==> config.mk <==
export PLATFORM = sky130hd
export DESIGN_NAME = instr_sequencer
export DESIGN_NICKNAME = d
export VERILOG_FILES = /design/src/rtl/instr_sequencer.sv
export SDC_FILE = /design/constraint.sdc
export NUM_CORES = 1
export LEC_CHECK = 0
export BUFFER_PORTS_ARGS = -buffer_cell sky130_fd_sc_hd__buf_2
export CAP_MARGIN = 20
export CORE_ASPECT_RATIO = 1.5
export CORE_UTILIZATION = 35
export DETAILED_ROUTE_END_ITERATION = 8
export SYNTH_ARGS = -nofsm -noshare
export SYNTH_HDL_FRONTEND = slang
export SYNTH_SLANG_ARGS = --single-unit
export TNS_END_PERCENT = 20
==> constraint.sdc <==
create_clock -name clk -period 1.4 [get_ports clk]
set_input_delay 0.21 -clock clk [delete_from_list [all_inputs] [get_ports clk]]
set_output_delay 0.21 -clock clk [all_outputs]
set_load 0.02 [all_outputs]
==> src/rtl/instr_sequencer.sv <==
// Multi-cycle control sequencer for the 10-bit register/ALU datapath.
// Fetches into its own IR and steps T0..T3 with registered control strobes.
module instr_sequencer #(
    parameter int DATA_W = 10,
    parameter int CNT_W  = 8
) (
    input  logic              clk,
    input  logic              resetn,
    input  logic              run,
    input  logic [DATA_W-1:0] din,
    output logic [DATA_W-1:0] ir,
    output logic [1:0]        t_step,
    output logic              busy,
    output logic [2:0]        alu_op,
    output logic [2:0]        rin,
    output logic [2:0]        rout,
    output logic              enw,
    output logic              enr,
    output logic              ain,
    output logic              gin,
    output logic              gout,
    output logic              ext,
    output logic              irin,
    output logic              done,
    output logic [CNT_W-1:0]  retired
);

    typedef enum logic [2:0] {
        S_IDLE,
        S_T0,
        S_T1,
        S_T2,
        S_T3
    } state_e;

    typedef struct packed {
        logic [1:0] t_step;
        logic       busy;
        logic [2:0] alu_op;
        logic [2:0] rin;
        logic [2:0] rout;
        logic       enw;
        logic       enr;
        logic       ain;
        logic       gin;
        logic       gout;
        logic       ext;
        logic       irin;
        logic       done;
    } ctrl_t;

    localparam logic [2:0] OP_LOAD = 3'b000;
    localparam logic [2:0] OP_MOVE = 3'b001;
    localparam logic [2:0] OP_INV  = 3'b100;

    state_e             state_q, state_d;
    logic [DATA_W-1:0]  ir_q, ir_d;
    ctrl_t              ctrl_q;
    logic [CNT_W-1:0]   retired_q;

    // Strobes for a given state and instruction; all-zero unless listed.
    function automatic ctrl_t decode(state_e st, logic [2:0] x,
                                     logic [2:0] y, logic [2:0] op);
        ctrl_t c;
        c = '0;
        unique case (st)
            S_IDLE: ;
            S_T0: begin
                c.busy = 1'b1;
                c.ext  = 1'b1;
                c.irin = 1'b1;
            end
            S_T1: begin
                c.busy   = 1'b1;
                c.t_step = 2'd1;
                if (op == OP_LOAD) begin
                    c.ext  = 1'b1;
                    c.enw  = 1'b1;
                    c.rin  = x;
                    c.done = 1'b1;
                end else if (op == OP_MOVE) begin
                    c.enr  = 1'b1;
                    c.rout = y;
                    c.enw  = 1'b1;
                    c.rin  = x;
                    c.done = 1'b1;
                end else begin
                    c.enr  = 1'b1;
                    c.rout = x;
                    c.ain  = 1'b1;
                end
            end
            S_T2: begin
                c.busy   = 1'b1;
                c.t_step = 2'd2;
                c.gin    = 1'b1;
                c.alu_op = op - 3'd2;
                if (op != OP_INV) begin
                    c.enr  = 1'b1;
                    c.rout = y;
                end
            end
            S_T3: begin
                c.busy   = 1'b1;
                c.t_step = 2'd3;
                c.gout   = 1'b1;
                c.enw    = 1'b1;
                c.rin    = x;
                c.done   = 1'b1;
            end
            default: ;
        endcase
        return c;
    endfunction

    always_comb begin
        state_d = state_q;
        ir_d    = ir_q;
        unique case (state_q)
            S_IDLE: state_d = run ? S_T0 : S_IDLE;
            S_T0: begin
                ir_d    = din;
                state_d = S_T1;
            end
            S_T1: begin
                if (ir_q[2:0] == OP_LOAD || ir_q[2:0] == OP_MOVE)
                    state_d = run ? S_T0 : S_IDLE;
                else
                    state_d = S_T2;
            end
            S_T2: state_d = S_T3;
            S_T3: state_d = run ? S_T0 : S_IDLE;
            default: state_d = S_IDLE;
        endcase
    end

    // Outputs are registered from the next state so they line up with it.
    always_ff @(posedge clk or negedge resetn) begin
        if (!resetn) begin
            state_q   <= S_IDLE;
            ir_q      <= '0;
            ctrl_q    <= '0;
            retired_q <= '0;
        end else begin
            state_q   <= state_d;
            ir_q      <= ir_d;
            ctrl_q    <= decode(state_d, ir_d[8:6], ir_d[5:3], ir_d[2:0]);
            retired_q <= retired_q + CNT_W'(ctrl_q.done);
        end
    end

    assign ir      = ir_q;
    assign t_step  = ctrl_q.t_step;
    assign busy    = ctrl_q.busy;
    assign alu_op  = ctrl_q.alu_op;
    assign rin     = ctrl_q.rin;
    assign rout    = ctrl_q.rout;
    assign enw     = ctrl_q.enw;
    assign enr     = ctrl_q.enr;
    assign ain     = ctrl_q.ain;
    assign gin     = ctrl_q.gin;
    assign gout    = ctrl_q.gout;
    assign ext     = ctrl_q.ext;
    assign irin    = ctrl_q.irin;
    assign done    = ctrl_q.done;
    assign retired = retired_q;

endmodule
# Word-level counts from Yosys, hierarchy flattened

Cells that the tools add are included.

Multiplexer cells: 27
Add/subtract/negate cells: 2
Reductions and logical operators: 6
Eq/ne operators: 11

Operator list:

| kind                                                                  | count |
|---|---|
| 3-bit 2-to-1 mux                                                      | 6 |
| 3-bit by 1-bit equality test with 1-bit output, second input constant | 4 |
| 3-bit by 2-bit equality test with 1-bit output, second input constant | 4 |
| 3-bit one-hot mux with 2 select lines                                 | 2 |
| 3-bit one-hot mux with 4 select lines                                 | 1 |
| 1-bit 2-to-1 mux                                                      | 11 |
| 3-bit zero test                                                       | 3 |
| 9-bit 2-to-1 mux                                                      | 1 |
| 8-bit by 1-bit adder with 8-bit output                                | 1 |
| 3-bit equality test, second input constant                            | 2 |
| 1-bit one-hot mux with 2 select lines                                 | 3 |
| 2-bit one-hot mux with 3 select lines                                 | 1 |
| 2-bit 2-to-1 mux                                                      | 2 |
| 4-bit OR reduction                                                    | 1 |
| 3-bit != test, second input constant                                  | 1 |
| 3-bit by 2-bit subtractor with 3-bit output, second input constant    | 1 |
| 2-bit OR reduction                                                    | 1 |
| 1-bit logical OR                                                      | 1 |

Flip-flop bits (word level): 40
Bits of input ports: 13

# Logic depth before layout (Yosys ltp)

Depth in word-level cells: 7
Gate-level depth with buffers: 5

# Worst setup path before layout

Ideal clock, no wire load.

Path type: register to register
From: reg state_q[1]
To: reg ctrl_q (netlist bit alu_op[0])
Arrival: 1.250 ns
Stages on the path, launching flop included: 5
Setup time: 0.119 ns
Data required time: 1.281 ns
Slack: 0.031 ns
Buffers on the path: 1
Cell sequence: dfrtp_1 -> nor3b_2 -> buf_6 -> mux2_2 -> and2_1

RTL lines:

| item                                           | RTL line | text |
|---|---|---|
| start: declaration                             | 56       | `state_e state_q, state_d;` |
| start signal: assignment                       | 145      | `state_q <= state_d;` |
| 3-bit by 1-bit equality test with 1-bit output | 119      | `unique case (state_q)` |
| 9-bit 2-to-1 mux                               | 119      |  |
| named net ir_d[0]                              | 57       | `logic [DATA_W-1:0] ir_q, ir_d;` |
| 3-bit by 2-bit subtractor with 3-bit output    | 97       | `c.alu_op = op - 3'd2;` |
| 3-bit 2-to-1 mux                               | 66       | `unique case (st)` |
| end signal: assignment                         | 147      | `ctrl_q <= decode(state_d, ir_d[8:6], ir_d[5:3], ir_d[2:0]);` |
| end: declaration                               | 58       | `ctrl_t ctrl_q;` |

The timed path passes the listed nets, and every way through them passes these cells.
A chain may end at the register's enable or synchronous reset.

# Worst setup path after layout

From: reg state_q[1]
To: reg ctrl_q (netlist bit rout[0])

Longest elaborated chain between the ends: 6

RTL lines:

| item                                           | RTL line | text |
|---|---|---|
| 3-bit by 1-bit equality test with 1-bit output | 119      |  |
| 9-bit 2-to-1 mux                               | 119      |  |
| 3-bit by 1-bit equality test with 1-bit output | 81       | `end else if (op == OP_MOVE) begin` |
| 3-bit 2-to-1 mux                               | 81       |  |
| 3-bit 2-to-1 mux                               | 76       | `if (op == OP_LOAD) begin` |
| 3-bit one-hot mux with 2 select lines (*)      | 66       |  |

Mark *: on every way between the ends. The rest lies on a longest branch, timed or not.

==> summary.txt <==
Timing
  – RSZ-0062 raised after global routing: true
  – Worst slew margin: 0.6981
  – Clk_skew: 0.009112 ns
  – Setup-failing EPs final: 0
  – Max Freq: 0.7209 GHz
  – Endpoints failing hold: 0
  – Final Critical Period: 1.387 ns
  – Pins over their slew limit: 0
  – Crit share post-route: 0.9908
  – Worst Max-Slew Pin Slew: 0.4499 ns
  – Final Worst Setup Slack: 0.01282 ns

Synthesis
  – Ranking of synthesized cells by area: dfrtp_1, mux2_2, xnor2_1, mux2i_1, mux2_4
  – Async S/R FF share, synth: 1.000
  – Netlist Area Pre-Place: 1554 um2
  – Sequential share of the synthesized area: 0.6441
  – Top FF cell, synth: dfrtp_1
  – Largest area contributor in the netlist: dfrtp_1
  – Synth cell types: 34
  – Top post-synthesis cells by count: dfrtp_1, inv_1, mux2_2, nand3_1, nor2_1
  – FF+latch count, synth: 40
  – Ys Warns: 0
  – Top-area cell type share of the netlist area: 0.6441
  – Most common cell in the netlist: dfrtp_1
  – EDFF count, synth: 0
  – Syn Area/Cell: 14.00 um2
  – Syn_nets: 126
  – Gate Count Post-Synth: 111

Power
  – Peak supply drop: 1.351 mV
  – P_leak: 1.125 nW
  – Total chip power: 5.450 mW
  – Power Dens Cells: 2541 nW/um2

Placed design
  – GP Congestion: 0.7655
  – Input/output buffers: 50
  – Pre-CTS setup slack: -0.04614 ns
  – DP Wirelength: 2372 um

Setup path
  – CP Launch Type: flop
  – Critical path peak fanout: 7
  – Crit. End Element: flop
  – Crit path cell chain: nor3b_2 > buf_2 > mux2i_1 > o211ai_2
  – Critical-path top delay cell: dfrtp_1
  – Slowest stage delay, CP: 0.39 ns
  – Kind of critical path: reg2reg
  – WP data arrival: 1.56 ns
  – CP required: 1.57 ns

Global route
  – Vias in the first global route: 1,066
  – Total grt overflow: 0
  – Largest net degree at the start of global routing: 25
  – First-pass GRT wire length: 5071 um
  – Initial antenna violation count: 0
  – Tot GR Track Use: 0.1432

Final layout
  – Fraction of layout cells with a size suffix above 1: 0.5220
  – Area grow syn2layout: 38.00%
  – ANT cells: 0
  – Nets: 196

Clock network
  – Clk slew on worst S/H paths: 0.08 ns
  – CTS Buf Count: 5
  – Clk buf depth: 2
  – Later-pin clock latency in the skew report: 0.29 ns
  – Clock sink total: 40
  – Number of H-tree levels: 2
  – Root buffer cell: clkbuf_8
  – CTS tree: built

Detailed routing
  – 1st-iter DRT viols: 14
  – Vias/cell: 4.825
  – DRT Wirelength: 3260 um
  – Drt drc: 0
  – Via count: 1,100
  – Routed wire per std cell: 14.30 um
  – ANT nets after route: 0
  – DRT Pass-1 Iters: 4

Floorplan
  – Die X-Extent: 56.41 um
  – Die ar.: 4716 um2
  – Initial Util: 0.3660
  – Core Box Area: 4245 um2
  – I/O pins: 51
  – Row Count: 29
  – Die height: 83.61 um

Job
  – Maxcap violations: 0

Status
  – Status: complete, no violations

Min path
  – Hold Path Class: in2reg
[layer usage]
metal / track usage / vias up / part of all wire
met5: 0 / - / 0
met4: 0.06652 / 0 / 0.019
met3: 0.04186 / 6 / 0.063
met2: 0.2435 / 38 / 0.53
met1: 0.1629 / 539 / 0.39
li1: - / 517 / -
[placed cells by master (no fill, tap or decap), drive strengths merged, types with 3 or more instances in the layout]
cell,Yosys,final
nor2,5,5
clkbuf,0,7
and2,4,4
xnor2,4,4
dfrtp,40,40
o211ai,3,3
mux2,7,7
o21ai,3,3
or2,3,3
inv,6,6
mux2i,3,3
buf,3,65
nor2b,3,3
nand2,3,3
nand3,5,5
nand4,4,4
[through the flow]
stage                 util  setup TNS [ns]  hold slack, ns  instance area (um2)  instances
floorplan                -               0        -0.08559                 1554        111
CTS                 0.4904        -0.01205          0.1498                 2082        225
global route        0.5052         -0.4743          0.1429                 2145        228
global placement    0.4518       -0.002054          0.1609                 1918        215
finish              0.5052               0          0.1560                 2145        228
detailed placement  0.4518        -0.09551          0.1820                 1918        215
[state kept, by name, summed over array words and instances (netlist names), 2 cells and up]
name / cells
rin: 3
state_q: 3
alu_op: 3
ir: 10
t_step: 2
retired: 8
rout: 3
[cell families (layout without fill, tap and decap cells)]
family | after synthesis | after routing | share of synthesized area
flops | 40 | 40 | 0.6441
xor+xnor | 6 | 6 | 0.03382
mux | 10 | 10 | 0.07488
fa+ha+maj | 2 | 2 | 0.01610
buf+inv | 9 | 80 | 0.03945
simple gates | 35 | 35 | 0.1417
compound gates | 9 | 9 | 0.04992
[critical path, delay by kind of cell, from the launching register on]
family / cells / cell delay, ns
AO/OA/AOI/OAI: 1 / 0.09
buffers and inverters: 1 / 0.26
flip-flops: 1 / 0.39
multiplexers: 1 / 0.29
AND/OR/NAND/NOR: 1 / 0.24
[power breakdown]
group          total (mW)  internal, mW  leakage (nW)  switching [mW]
logic                2.53          1.13         0.552            1.40
clock network        1.01         0.629        0.0645           0.381
registers            1.91          1.64         0.508           0.273
[worst paths after layout]
kind,start,to,slack [ns],cells after the start
min in group asynchronous,resetn,ir[5],0.40,2
max in group asynchronous,resetn,state_q[1],0.53,3
worst min-delay path,din[9],ir[9],0.16,2
worst max register to register,state_q[1],rout[0],0.01,4
worst max-delay path,state_q[1],rout[0],0.01,4
worst min register to register,retired[7],retired[7],0.46,1
[cell type report]
class	count	area (um2)
Multi-Input combinational cell	62	545.5
Clock buffer	7	96.34
Tap cell	46	57.56
Sequential cell	40	1002
Clock inverter	1	30.03
Timing Repair Buffer	66	390.4
Inverter	6	22.52
Fill cell	375	2101
[what timing repair did]
| action | in CTS | in global routing |
|---|---|---|
| hold buffers | 1 | 0 |
| endpoints found under the hold margin | 16 | 0 |
| pin swaps | 1 | 3 |
| setup buffers | 0 | 3 |
| endpoints found under the setup margin | 6 | 17 |
| gates cloned | 1 | 0 |
| resized for setup | 4 | 10 |
No activity file was read; power rests on OpenSTA's default activity.
